$ cat src/rtl/acc_sequencer.sv
// acc_sequencer: multi-cycle control sequencer for the accumulator mini-processor.
// Fetches 8-bit instructions over a req/ack handshake, decodes the opcode in
// ir[7:4] and issues one-cycle strobes to the register file, ALU commit and
// divider. It also keeps the program counter, the halt state and a sticky
// divider-timeout error.
//
// Ports:
//   clk, rst_n            clock (rising edge), asynchronous active-low reset
//   run                   start request, sampled only in IDLE
//   imem_req/ack/data     instruction fetch handshake; imem_addr always equals pc
//   rf_addr, rf_rd, rf_wr register-file address (ir[3:0]) and read/write strobes
//   alu_en, alu_op        ACC/flag commit strobe and the latched instruction
//   div_start, div_done   divider start pulse and result-valid input
//   flag_c                carry/borrow flag, sampled by JC in DECODE
//   pc, hlt, err, busy    program counter, halted, divider timeout, active
module acc_sequencer #(
    parameter int unsigned DIV_TIMEOUT = 32
) (
    input  logic       clk,
    input  logic       rst_n,
    input  logic       run,
    output logic       imem_req,
    input  logic       imem_ack,
    input  logic [7:0] imem_data,
    output logic [7:0] imem_addr,
    output logic [3:0] rf_addr,
    output logic       rf_rd,
    output logic       rf_wr,
    output logic       alu_en,
    output logic [7:0] alu_op,
    output logic       div_start,
    input  logic       div_done,
    input  logic       flag_c,
    output logic [7:0] pc,
    output logic       hlt,
    output logic       err,
    output logic       busy
);

    localparam int unsigned CW = $clog2(DIV_TIMEOUT + 1);

    typedef enum logic [2:0] {
        S_IDLE,
        S_FETCH,
        S_DECODE,
        S_READ,
        S_EXEC,
        S_DIVWAIT,
        S_HALT
    } state_t;

    state_t        state, state_nx;
    logic [7:0]    pc_q, pc_nx;
    logic [7:0]    ir_q, ir_nx;
    logic [CW-1:0] cnt_q, cnt_nx;
    logic          err_q, err_nx;

    logic [3:0]    op;
    logic [3:0]    arg;
    logic [7:0]    target;
    logic [7:0]    pc_inc;

    assign op     = ir_q[7:4];
    assign arg    = ir_q[3:0];
    assign target = {4'h0, ir_q[3:0]};
    assign pc_inc = pc_q + 8'd1;

    always_ff @(posedge clk or negedge rst_n) begin
        if (!rst_n) begin
            state <= S_IDLE;
            pc_q  <= '0;
            ir_q  <= '0;
            cnt_q <= '0;
            err_q <= 1'b0;
        end else begin
            state <= state_nx;
            pc_q  <= pc_nx;
            ir_q  <= ir_nx;
            cnt_q <= cnt_nx;
            err_q <= err_nx;
        end
    end

    always_comb begin
        state_nx  = state;
        pc_nx     = pc_q;
        ir_nx     = ir_q;
        cnt_nx    = cnt_q;
        err_nx    = err_q;
        imem_req  = 1'b0;
        rf_rd     = 1'b0;
        rf_wr     = 1'b0;
        alu_en    = 1'b0;
        div_start = 1'b0;

        case (state)
            S_IDLE: begin
                if (run) state_nx = S_FETCH;
            end
            S_FETCH: begin
                imem_req = 1'b1;
                if (imem_ack) begin
                    ir_nx    = imem_data;
                    state_nx = S_DECODE;
                end
            end
            S_DECODE: begin
                case (op)
                    4'hF: state_nx = S_HALT;
                    4'h0: state_nx = S_EXEC;
                    4'h8: begin
                        pc_nx    = flag_c ? target : pc_inc;
                        state_nx = S_FETCH;
                    end
                    4'hB: begin
                        pc_nx    = target;
                        state_nx = S_FETCH;
                    end
                    4'hA: begin
                        rf_wr    = 1'b1;
                        pc_nx    = pc_inc;
                        state_nx = S_FETCH;
                    end
                    4'hC, 4'hD, 4'hE: begin
                        pc_nx    = pc_inc;
                        state_nx = S_FETCH;
                    end
                    default: state_nx = S_READ;
                endcase
            end
            S_READ: begin
                rf_rd    = 1'b1;
                state_nx = S_EXEC;
            end
            S_EXEC: begin
                if (op == 4'h4) begin
                    div_start = 1'b1;
                    cnt_nx    = '0;
                    state_nx  = S_DIVWAIT;
                end else begin
                    // Only opcodes 0-3, 5-7 and 9 reach EXEC; opcode 0 commits
                    // for sub-ops 1-7 only.
                    alu_en   = (op != 4'h0) || (arg != 4'h0 && !arg[3]);
                    pc_nx    = pc_inc;
                    state_nx = S_FETCH;
                end
            end
            S_DIVWAIT: begin
                // cnt_q holds the DIVWAIT cycles already spent, so the
                // DIV_TIMEOUT-th cycle without div_done is the last one;
                // div_done in that same cycle still completes normally.
                if (div_done) begin
                    alu_en   = 1'b1;
                    pc_nx    = pc_inc;
                    state_nx = S_FETCH;
                end else if (cnt_q == CW'(DIV_TIMEOUT - 1)) begin
                    err_nx   = 1'b1;
                    state_nx = S_HALT;
                end else begin
                    cnt_nx = cnt_q + 1'b1;
                end
            end
            S_HALT: begin
                state_nx = S_HALT;
            end
            default: state_nx = S_IDLE;
        endcase
    end

    assign imem_addr = pc_q;
    assign pc        = pc_q;
    assign rf_addr   = ir_q[3:0];
    assign alu_op    = ir_q;
    assign err       = err_q;
    assign hlt       = (state == S_HALT);
    assign busy      = (state != S_IDLE) && (state != S_HALT);

endmodule

$ cat config.mk
export PLATFORM = sky130hd
export DESIGN_NAME = acc_sequencer
export DESIGN_NICKNAME = d
export VERILOG_FILES = /design/src/rtl/acc_sequencer.sv
export SDC_FILE = /design/constraint.sdc
export NUM_CORES = 1
export LEC_CHECK = 0
export CAP_MARGIN = 20
export CORE_ASPECT_RATIO = 1.2
export CORE_MARGIN = 3
export CORE_UTILIZATION = 31
export CTS_CLUSTER_DIAMETER = 120
export DETAILED_ROUTE_END_ITERATION = 8
export HOLD_SLACK_MARGIN = 0.05
export PLACE_DENSITY = 0.62
export REMOVE_ABC_BUFFERS = 1
export SYNTH_ARGS = -nofsm -noshare
export SYNTH_HDL_FRONTEND = slang
export SYNTH_SLANG_ARGS = --single-unit
$ cat constraint.sdc
create_clock -name clk -period 3.6 [get_ports clk]
set_clock_uncertainty 0.05 [all_clocks]
set_input_delay 0.54 -clock clk [delete_from_list [all_inputs] [get_ports clk]]
set_output_delay 0.54 -clock clk [all_outputs]
set_load 0.005 [all_outputs]
Word level (Yosys, flattened, before mapping):

Cells that the tools add are included.

* add/subtract/negate cells: 2
* multipliers: 0
* divide/modulo/power cells: 0
* magnitude comparators: 0
* equal/unequal tests: 25
* shifts and indexed selects: 0
* muxes and demuxes: 25
* bitwise gates (word level): 1
* reduce and logical (&&, ||, !) cells: 18

Operators with widths (number)
* one-hot mux 8 bit (3 select lines): 2
* equality test 4 bit, second input constant: 7
* 2-to-1 mux 8 bit: 3
* one-hot mux 3 bit (7 select lines): 1
* 2-to-1 mux 6 bit: 3
* 2-to-1 mux 3 bit: 5
* != test 2 bit, second input constant: 7
* one-hot mux 6 bit (2 select lines): 1
* equality test 3 bit, second input constant: 3
* one-hot mux 3 bit (3 select lines): 1
* adder 8 x 1 -> 8 bit, second input constant: 1
* 2-to-1 mux 1 bit: 8
* AND reduction 4 bit: 2
* nonzero test 4 bit: 2
* adder 6 x 1 -> 6 bit, second input constant: 1
* equality test 3 x 2 -> 1 bit, second input constant: 2
* equality test 6 x 5 -> 1 bit, second input constant: 1
* != test 3 bit, second input constant: 2
* AND reduction 3 bit: 2
* nonzero test 3 bit: 2
* OR reduction 6 bit: 1
* equality test 4 x 3 -> 1 bit, second input constant: 1
* zero test 4 bit: 1
* != test 4 bit, second input constant: 1
* other kinds (10): 11

* register bits after elaboration: 26
* bits in latches: 0
* memory bits (writable): 0
* bits in read-only memories: 0
* bits of input ports: 14
* word-level logic and storage cells: 76
* memories: 0

Logic depth before layout (Yosys ltp):

Gate-level depths: netlist of the first run.

* depth after elaboration: 5
* mapped depth: 8

Least setup slack after synthesis of the first run:

No wires, ideal clock.

* path kind: flip-flop to flip-flop
* start point: register ir_q[5] (netlist: alu_op[5])
* end point: register pc_q[0] (netlist: imem_addr[0])
* library setup time: 131 ps
* arrival: 1586 ps
* data required time: 3419 ps
* setup slack: 1833 ps
* stages on the path, launching flop included: 8
* clock period less this slack: 1767 ps
* path through: dfrtp_1 -> buf_6 -> nor4_4 -> nand3_4 -> clkinv_4 -> nor3_4 -> nor3b_1 -> or3_1

* cells in the longest elaborated chain, start to end: 4

RTL lines
* start: declaration: RTL line 54 `logic [7:0] ir_q, ir_nx;`
* start signal: assignment: RTL line 78 `ir_q <= ir_nx;`
* equality test 4 bit: RTL line 108 `case (op)`
* OR reduction 4 bit (no source line)
* one-hot mux 8 bit (3 select lines) / != test 4 bit (equally long branches)
* one-hot mux 8 bit (3 select lines) / AND reduction 4 bit (equally long branches)
* end signal: assignment: RTL line 77 `pc_q <= pc_nx;`
* end: declaration: RTL line 53 `logic [7:0] pc_q, pc_nx;`

Several ways; a longest one is shown, not always the timed one.
A chain may end at the register's enable or synchronous reset.

Worst setup path after layout of the first run:

* start point: input port div_done
* end point: output port alu_en

* cells in the longest elaborated chain, start to end: 2

RTL lines
* start: declaration: RTL line 32 `input logic div_done,`
* 2-to-1 mux 1 bit: RTL line 152 `if (div_done) begin`
* one-hot mux 1 bit (2 select lines): RTL line 96 `case (state)`
* end: declaration: RTL line 29 `output logic alu_en,`

Every way passes these cells.

==> flow_summary.toml, run 1 <==
[critical_path]
cp-start-kind = "input pin"
reg2reg_from = "state[1]"
rr_worst_depth = 5
critPathArrivalTime_ns = 2.02
cp-endpoint = "alu_en"
startpoint = "div_done"
end_kind = "primary output"
r2r_setup_slack_ns = 1.35
criticalPathCategory = "in2out"
critPathMaxFanout = 5
r2r_end = "imem_addr[7]"
worstPathRequired_ns = 3.01

[detailed_routing]
drt_wl_total_mm = 3.760
routedWlPerCell_um = 13.98
route.met3.wl_um = 240
wl_met2_mm = 1.796
postRouteAntennaNets = 0
drt-met1-wl_mm = 1.695
highest_layer = "met4"
vias_per_cell = 5.145
first_pass_iters = 4
drc_errors = 0
drt_first_iter_violations = 90
vias = 1384

[sta]
holdWs_ns = 0.4561
period_needed_ns = 2.609
rsz0062_at_grt = "no"
drv_slew = 0
clock.fmax_mhz = 383.3
slew_headroom_pct = 40.77
layout_worst_path_cycle_share_pct = 72.46
hold_viol_final = 0
final.setup.tns_ns = 0
setup_violations = 0
worstMarginPinSlew_ns = 0.8825

[power]
pwr-share-comb_pct = 50.2
p_leak_nw = 0.8862
p_per_area_mw_per_mm2 = 745.4
p_seq_share_pct = 37.8
switching_share_pct = 39.44
p_total_mw = 1.589
max-vdd-ir-drop_mv = 0.2482
power_switching_uw = 626.8
clock_power_share_pct = 12.0
p_int_uw = 962.4

[clocking]
h-tree-depth = 1
ctsResizeCount = 0
path_clk_slew_ns = 0.09
cts_setup_buffers = 0
worstSkewPairLatency_ns = 0.27
hold_buffers = 0
cts_root_buf = "clkbuf_8"
clock_sinks = 26
cts_tree = "built"
clockBufferDepth = 2
cts_buffers = 3

[die]
start_util_pct = 32.91
die_area_mm2 = 0.006274
coreArea_mm2 = 0.005045
die_height_um = 86.17
io_pins = 50
rows = 28
die_x_um = 72.81

[run]
cap_viol_max_count = 0

[grt]
grt_pass1_wl_mm = 6.003
grt_usage_pct = 12.04
first_global_vias = 1251
grt-ovfl-total = 0
antenna_found_initial = 0
grt_max_degree = 27

[finish]
syn_to_final_growth_pct = 28.41
antenna_cells = 0
final_nets = 226
final_cells = 269
drive_above_1_share_pct = 6.220
post-route-util_pct = 42.26

[synth]
syn_avg_cell_area_um2 = 9.434
yosysTopAreaCell = "dfrtp_1"
synth_top_family_by_area = "simple AND/OR/NAND/NOR gates"
synthMuxAreaShare_pct = 5.878
netlist_top_cells_area = "dfrtp_1 (39%), buf_4 (8.1%), mux2_1 (4.1%)"
synth_cell_types = 47
synth_area_mm2 = 0.001660
synth-warning-count = 0
synth_compound_area_share_pct = 16.80
synth_edf_count = 0
synthAdderAreaFrac_pct = 1.507
async_reset_ff_share_pct = 100.0
netlist_instances = 176
synth-xor-area-share_pct = 1.583
synth_top_area_share_pct = 39.19
synthSimpleGateAreaFrac_pct = 23.29
synth-seq-cells = 26
synthFlopType = "dfrtp_1"
ys_seq_area_share_pct = 39.19

[place]
gp_congestion = 0.7249
dp.cells = 265
post-dp-hpwl_mm = 2.852
io_buffers = 49

[min_path]
hp-class = "reg2reg"
min_from = "err"

[run_status]
status = "finished, final reports clean"
## registers in the layout, summed over array words and instances, names as in the netlist
| signal | flops |
|---|---|
| err | 1 |
| state | 3 |
| imem_addr | 8 |
| alu_op | 8 |
| cnt_q | 6 |
## Yosys cell counts, types with 2 or more instances
cell,number
a21oi_1,5
a22o_1,5
a22oi_1,3
a31oi_1,2
and2_1,3
and2b_1,2
and3_1,5
and4_1,2
buf_2,2
buf_4,18
dfrtp_1,26
ha_1,2
inv_1,7
mux2_1,6
mux2i_1,3
nand2_1,14
nand2b_1,2
nand3_1,5
nand4_1,2
nor2_1,8
nor2b_1,4
nor3_1,8
o21ai_0,6
o21ai_1,7
o22ai_1,2
or3_1,3
or4_1,2
xnor2_1,3
## cells in the final DEF, fill, tap and decap left out, types with 2 or more instances in the layout
cell,instances
a31oi_1,2
nand2b_1,2
mux2_1,6
xnor2_1,3
and2b_1,2
or4_1,2
o21ai_1,7
a22o_1,5
mux2i_1,3
ha_1,2
clkdlybuf4s50_1,49
and3_1,5
nor2b_1,4
o22ai_1,2
a22oi_1,3
and4_1,2
dfrtp_1,26
nand4_1,2
o21ai_0,6
and2_1,3
nor3_1,8
inv_1,7
nand3_1,5
clkbuf_8,4
a21oi_1,5
nor2_1,8
or3_1,3
nand2_1,14
## kinds of logic (layout without fill, tap and decap cells)
| family | count (synthesis) | count (layout) |
|---|---|---|
| flip-flops | 26 | 26 |
| AND/OR/NAND/NOR | 65 | 65 |
| AO/OA/AOI/OAI | 41 | 41 |
| XOR/XNOR | 3 | 3 |
| multiplexers | 9 | 9 |
| adder cells (fa/ha/maj) | 2 | 2 |
| buffers and inverters | 30 | 63 |
## critical path: stages
cell,delay [ns]
clkdlybuf4s50_1,0.54
and2b_1,0.25
nor3_1,0.15
clkdlybuf4s50_1,0.55
## power by group through the flow
stage	registers [mW]	clock network, mW	logic [mW]
after global placement	0.606	0	0.798
after CTS	0.603	0.200	0.811
after detailed placement	0.610	0	0.808
after floorplan	0.575	0	0.395
final	0.600	0.191	0.798
after global routing	0.632	0.209	0.892
## layer usage
layer / track usage, % / up-vias
met4: 4.027 / 0
met3: 1.508 / 2
met2: 20.03 / 50
met5: 0 / -
li1: - / 682
met1: 16.07 / 650
## worst min-delay path by stage
stage                end  slack, ns  depth (start not counted)
4_1_cts              err       0.47                          1
6_report             err       0.46                          1
5_1_grt              err       0.49                          1
3_3_place_gp         err       0.44                          1
2_1_floorplan  alu_op[0]       0.19                          0
3_5_place_dp         err       0.45                          1
## layout make-up
class / instances / area (µm²)
multi-input cells: 120 / 814.5
clock buffers: 4 / 55.05
flip-flops and latches: 26 / 650.6
repair buffers: 50 / 498.0
well taps: 60 / 75.07
fillers: 535 / 2913
inverters: 9 / 38.79
## per-stage QoR
| stage | cell area (µm²) | setup WS [ns] |
|---|---|---|
| 2_1_floorplan | 1504 | 1.709 |
| 3_3_place_gp | 2077 | 1.005 |
| 3_5_place_dp | 2077 | 0.9742 |
| 4_1_cts | 2132 | 0.9758 |
| 5_1_grt | 2132 | 0.9283 |
| 6_report | 2132 | 0.9914 |
Note: power is estimated with default switching activity, not from simulation.
==> run 2: changes to the inputs <==
==> constraint.sdc (replaced) <==
create_clock -name clk -period 2.61 [get_ports clk]
set_clock_uncertainty 0.05 [all_clocks]
set_input_delay 0.3915 -clock clk [delete_from_list [all_inputs] [get_ports clk]]
set_output_delay 0.3915 -clock clk [all_outputs]
set_load 0.005 [all_outputs]
==> run 2 against run 1 <==
Against the previous run: critical path type is now reg2out; first-iteration DRC count fell by 23%; cell area rose by 0.70%; worst setup slack got worse by 0.82 ns; worst hold slack got worse by 0.019 ns; largest cell class unchanged; critical path depth did not move; largest power group unchanged; non-clock buffer count rose by 2; sequential share of layout area fell by 0.21 points; critical endpoint is now div_start; die area did not move; final cell count rose by 0.74%; utilization rose by 0.30 points; global-route usage barely moved.
==> flow_summary.toml, run 2 (synthesis results as in run 1) <==
[finish]
fillers = 521
syn_to_final_growth_pct = 29.31
layout_common_cells = "clkdlybuf4s50_1 (49), dfrtp_1 (26), nand2_1 (14), nor3_1 (8), nor2_1 (8)"
multi_input_area_um2 = 814.5
drive_above_1_share_pct = 7.109
design_area_mm2 = 0.002147
final_common_cell = "clkdlybuf4s50_1"
antenna_cells = 0
final_nets = 228
regArea_um2 = 650.6

[detailed_routing]
first_pass_iters = 4
postRouteAntennaNets = 0
vias_per_cell = 5.125
routedWlPerCell_um = 13.79
vias = 1389
drt_wl_total_mm = 3.737
drc_errors = 0
drt_first_iter_violations = 69

[grt]
grt_usage_pct = 12.04
grt_max_degree = 27
first_global_vias = 1280
antenna_found_initial = 0
grt_pass1_wl_mm = 6.009
grt-ovfl-total = 0

[sta]
period_needed_ns = 2.436
layout_worst_path_cycle_share_pct = 93.31
rsz0062_at_grt = "no"
worstMarginPinSlew_ns = 0.5695
setup_violations = 0
clock.fmax_mhz = 410.6
final.setup.tns_ns = 0
holdWs_ns = 0.4375
slew_headroom_pct = 61.97
hold_viol_final = 0
drv_slew = 0

[critical_path]
critPathArrivalTime_ns = 1.99
path_depth = 4
crit_buf_inv = 2
critical_path.max_stage_delay_ns = 0.52
rr_worst_depth = 6
path_cells = "nor4_4 -> nand3_4 -> clkinv_4 -> clkdlybuf4s50_1"
end_kind = "primary output"
criticalPathCategory = "reg2out"
crit_family = "buffers and inverters"
cp-start-kind = "flip-flop"
critPathMaxFanout = 10
crit_slowest_cell = "dfrtp_1"
worstPathRequired_ns = 2.17

[die]
start_util_pct = 32.91
coreArea_mm2 = 0.005045
die_x_um = 72.81
rows = 28
die_area_mm2 = 0.006274
io_pins = 50
die_height_um = 86.17

[clocking]
cts_setup_buffers = 0
cts_root_buf = "clkbuf_8"
worstSkewPairLatency_ns = 0.27
clock_sinks = 26
cts_buffers = 3
ctsResizeCount = 0
path_clk_slew_ns = 0.09
hold_buffers = 0
cts_tree = "built"
clockBufferDepth = 2
h-tree-depth = 1

[place]
gp_congestion = 0.7398
io_buffers = 49
post_dp_cell_area_mm2 = 0.002092
post-dp-hpwl_mm = 2.861

[run_status]
status = "finished, final reports clean"

[power]
p_leak_nw = 0.8960
p_per_area_mw_per_mm2 = 1035
max-vdd-ir-drop_mv = 0.3338

[run]
cap_viol_max_count = 0

[min_path]
hp-class = "in2async"
-- run 2: changes by cell type in the layout (fill, tap and decap cells not counted) --
| cell | delta |
|---|---|
| buf_4 | +2 |
-- run 2: metrics by stage --
stage	cells	utilization [%]	setup slack (ns)	power, mW
2_1_floorplan	155	-	0.7191	1.339
3_3_place_gp	267	41.47	0.3071	1.959
3_5_place_dp	267	41.47	0.2978	1.981
4_1_cts	271	42.56	0.1646	2.251
5_1_grt	271	42.56	0.07695	2.418
6_report	271	42.56	0.1745	2.221
-- run 2: final timing paths --
path                       startpoint           end  slack [ns]
max in group asynchronous       rst_n     alu_op[7]        1.82
min in group clk                  err           err        0.44
max                         alu_op[4]     div_start        0.17
max reg2reg                  state[1]  imem_addr[0]        0.43
min reg2reg                       err           err        0.44
min                             rst_n     alu_op[0]        0.44
-- run 2: final cells by class --
type                       instances  share of cell area [%]
sequential                        26                   30.30
clock buffer                       4                   2.564
timing repair buffer              52                   23.89
multi-input combinational        120                   37.94
inverter                           9                   1.807
tap                               60                   3.497
-- run 2: routing by layer --
metal / GRT usage, % / share of wire (%)
met5: 0 / 0
met4: 4.027 / 0.75
met2: 20.36 / 49
met1: 15.60 / 44
met3: 1.740 / 6.0
-- run 2: power by group --
part | total [mW] | switching (mW) | internal (mW) | leakage, nW
clock | 0.263 | 0.128 | 0.135 | 0.0288
combinational | 1.15 | 0.478 | 0.668 | 0.545
sequential | 0.813 | 0.267 | 0.546 | 0.322
-- run 2: worst reg2reg max path: stages, from the launching register on --
cell and delay, ns:
dfrtp_1 0.55, and2b_1 0.33, nand3_4 0.16, clkinv_4 0.09
nor3_4 0.43, nor2b_1 0.09, or3_1 0.37
==> run 3: changes to the inputs <==
--- a/config.mk
+++ b/config.mk
@@ -12,7 +12,7 @@
 export CTS_CLUSTER_DIAMETER = 120
 export DETAILED_ROUTE_END_ITERATION = 8
 export HOLD_SLACK_MARGIN = 0.05
-export PLACE_DENSITY = 0.62
+export PLACE_DENSITY = 0.53
 export REMOVE_ABC_BUFFERS = 1
 export SYNTH_ARGS = -nofsm -noshare
 export SYNTH_HDL_FRONTEND = slang
==> run 3 against run 2 <==
Against the previous run: via count is 3.2% higher; critical endpoint unchanged; largest cell class unchanged; worst setup slack worse by 0.0099 ns; critical path type unchanged; wire length is 7.8% higher; global-route usage is 1.2 points higher; final cell count is 0.37% lower; worst hold slack better by 0.00087 ns.
==> flow_summary.toml, run 3 (synthesis results as in run 1) <==
[run_status]
status = "finished, final reports clean"

[power]
p_total_mw = 2.306
p_per_area_mw_per_mm2 = 1070
p_leak_nw = 0.8981
max-vdd-ir-drop_mv = 0.3145

[detailed_routing]
vias_per_cell = 5.307
drc_errors = 0
postRouteAntennaNets = 0
vias = 1433
drt_first_iter_violations = 93
routedWlPerCell_um = 14.93
drt_wl_total_mm = 4.030
first_pass_iters = 4

[grt]
grtUsageMet2_pct = 22.25
grt_max_degree = 27
met3_usage_pct = 1.856
grt-ovfl-total = 0
first_global_vias = 1338
met1_usage_pct = 17.47
grt_usage_pct = 13.22
antenna_found_initial = 0
grt_pass1_wl_mm = 6.568
grt.busiest_layer = "met2"

[die]
coreArea_mm2 = 0.005045
start_util_pct = 32.91
rows = 28
die_x_um = 72.81
io_pins = 50
die_height_um = 86.17
die_area_mm2 = 0.006274

[clocking]
worstSkewPairLatency_ns = 0.27
hold_buffers = 0
h-tree-depth = 1
clockBufferDepth = 2
cts_buffers = 3
clock_sinks = 26
cts_setup_buffers = 0
ctsResizeCount = 0
cts_root_buf = "clkbuf_8"
cts_tree = "built"
path_clk_slew_ns = 0.09

[finish]
final_common_cell = "clkdlybuf4s50_1"
antenna_cells = 0
fillers = 518
final_nets = 227
syn_to_final_growth_pct = 29.84
layout_common_cells = "clkdlybuf4s50_1 (49), dfrtp_1 (26), nand2_1 (14), nor3_1 (8), nor2_1 (8)"
drive_above_1_share_pct = 6.667
design_area_mm2 = 0.002156

[critical_path]
cp-start-kind = "flip-flop"
criticalPathCategory = "reg2out"
critPathArrivalTime_ns = 2.00
end_kind = "primary output"
critPathMaxFanout = 12
worstPathRequired_ns = 2.17

[sta]
rsz0062_at_grt = "no"
period_needed_ns = 2.445
drv_slew = 0
worstMarginPinSlew_ns = 0.5672
layout_worst_path_cycle_share_pct = 93.69
final.setup.tns_ns = 0
setup_violations = 0
hold_viol_final = 0
clock.fmax_mhz = 408.9
slew_headroom_pct = 62.13

[min_path]
hp-class = "in2async"

[place]
post-dp-hpwl_mm = 3.055
gp_congestion = 0.8238
io_buffers = 49
post_dp_cell_area_mm2 = 0.002085

[run]
cap_viol_max_count = 0
## run 3: final cells by class
cell class	count	area (µm²)	area share (%)
Tap cell	60	75.07	3.482
Clock buffer	3	41.29	1.915
Timing Repair Buffer	51	505.5	23.45
Sequential cell	26	650.6	30.18
Clock inverter	1	30.03	1.393
Multi-Input combinational cell	120	814.5	37.78
Inverter	9	38.79	1.799
## run 3: where the power goes
part	total, mW	internal (mW)	switching (mW)
combinational	1.13	0.658	0.476
sequential	0.835	0.546	0.289
clock	0.338	0.205	0.132
total	2.31	1.41	0.897
## run 3: metrics by stage
step | hold WS [ns] | std cells | utilization (%) | worst slack [ns]
3_3_place_gp | 0.4455 | 266 | 41.32 | 0.2355
2_1_floorplan | 0.04591 | 155 | - | 0.7191
6_report | 0.4384 | 270 | 42.73 | 0.1646
5_1_grt | 0.4570 | 270 | 42.73 | 0.02562
4_1_cts | 0.4442 | 270 | 42.73 | 0.1590
3_5_place_dp | 0.4302 | 266 | 41.32 | 0.2693
## run 3: final timing paths
kind | from | cells past startpoint | to | slack, ns
min in group clk | err | 1 | err | 0.44
worst max register to register | state[1] | 6 | imem_addr[0] | 0.34
worst max-delay path | state[2] | 4 | div_start | 0.16
worst min register to register | err | 1 | err | 0.44
max in group asynchronous | rst_n | 2 | err | 1.82
worst min-delay path | rst_n | 2 | imem_addr[4] | 0.44
## run 3: critical path: stages (launching register included)
cell and delay [ns]:
dfrtp_1 0.58, and2b_1 0.36, nand3_4 0.17, clkinv_4 0.12
clkdlybuf4s50_1 0.50
## run 3: metal layers
metal  vias to the layer above  share of wire, %  wire length, µm
met5                         -                 0                0
met4                         0               1.1               46
met3                         5               5.1              206
met2                        46                48             1952
met1                       691                45             1824
li1                        691                 -                -
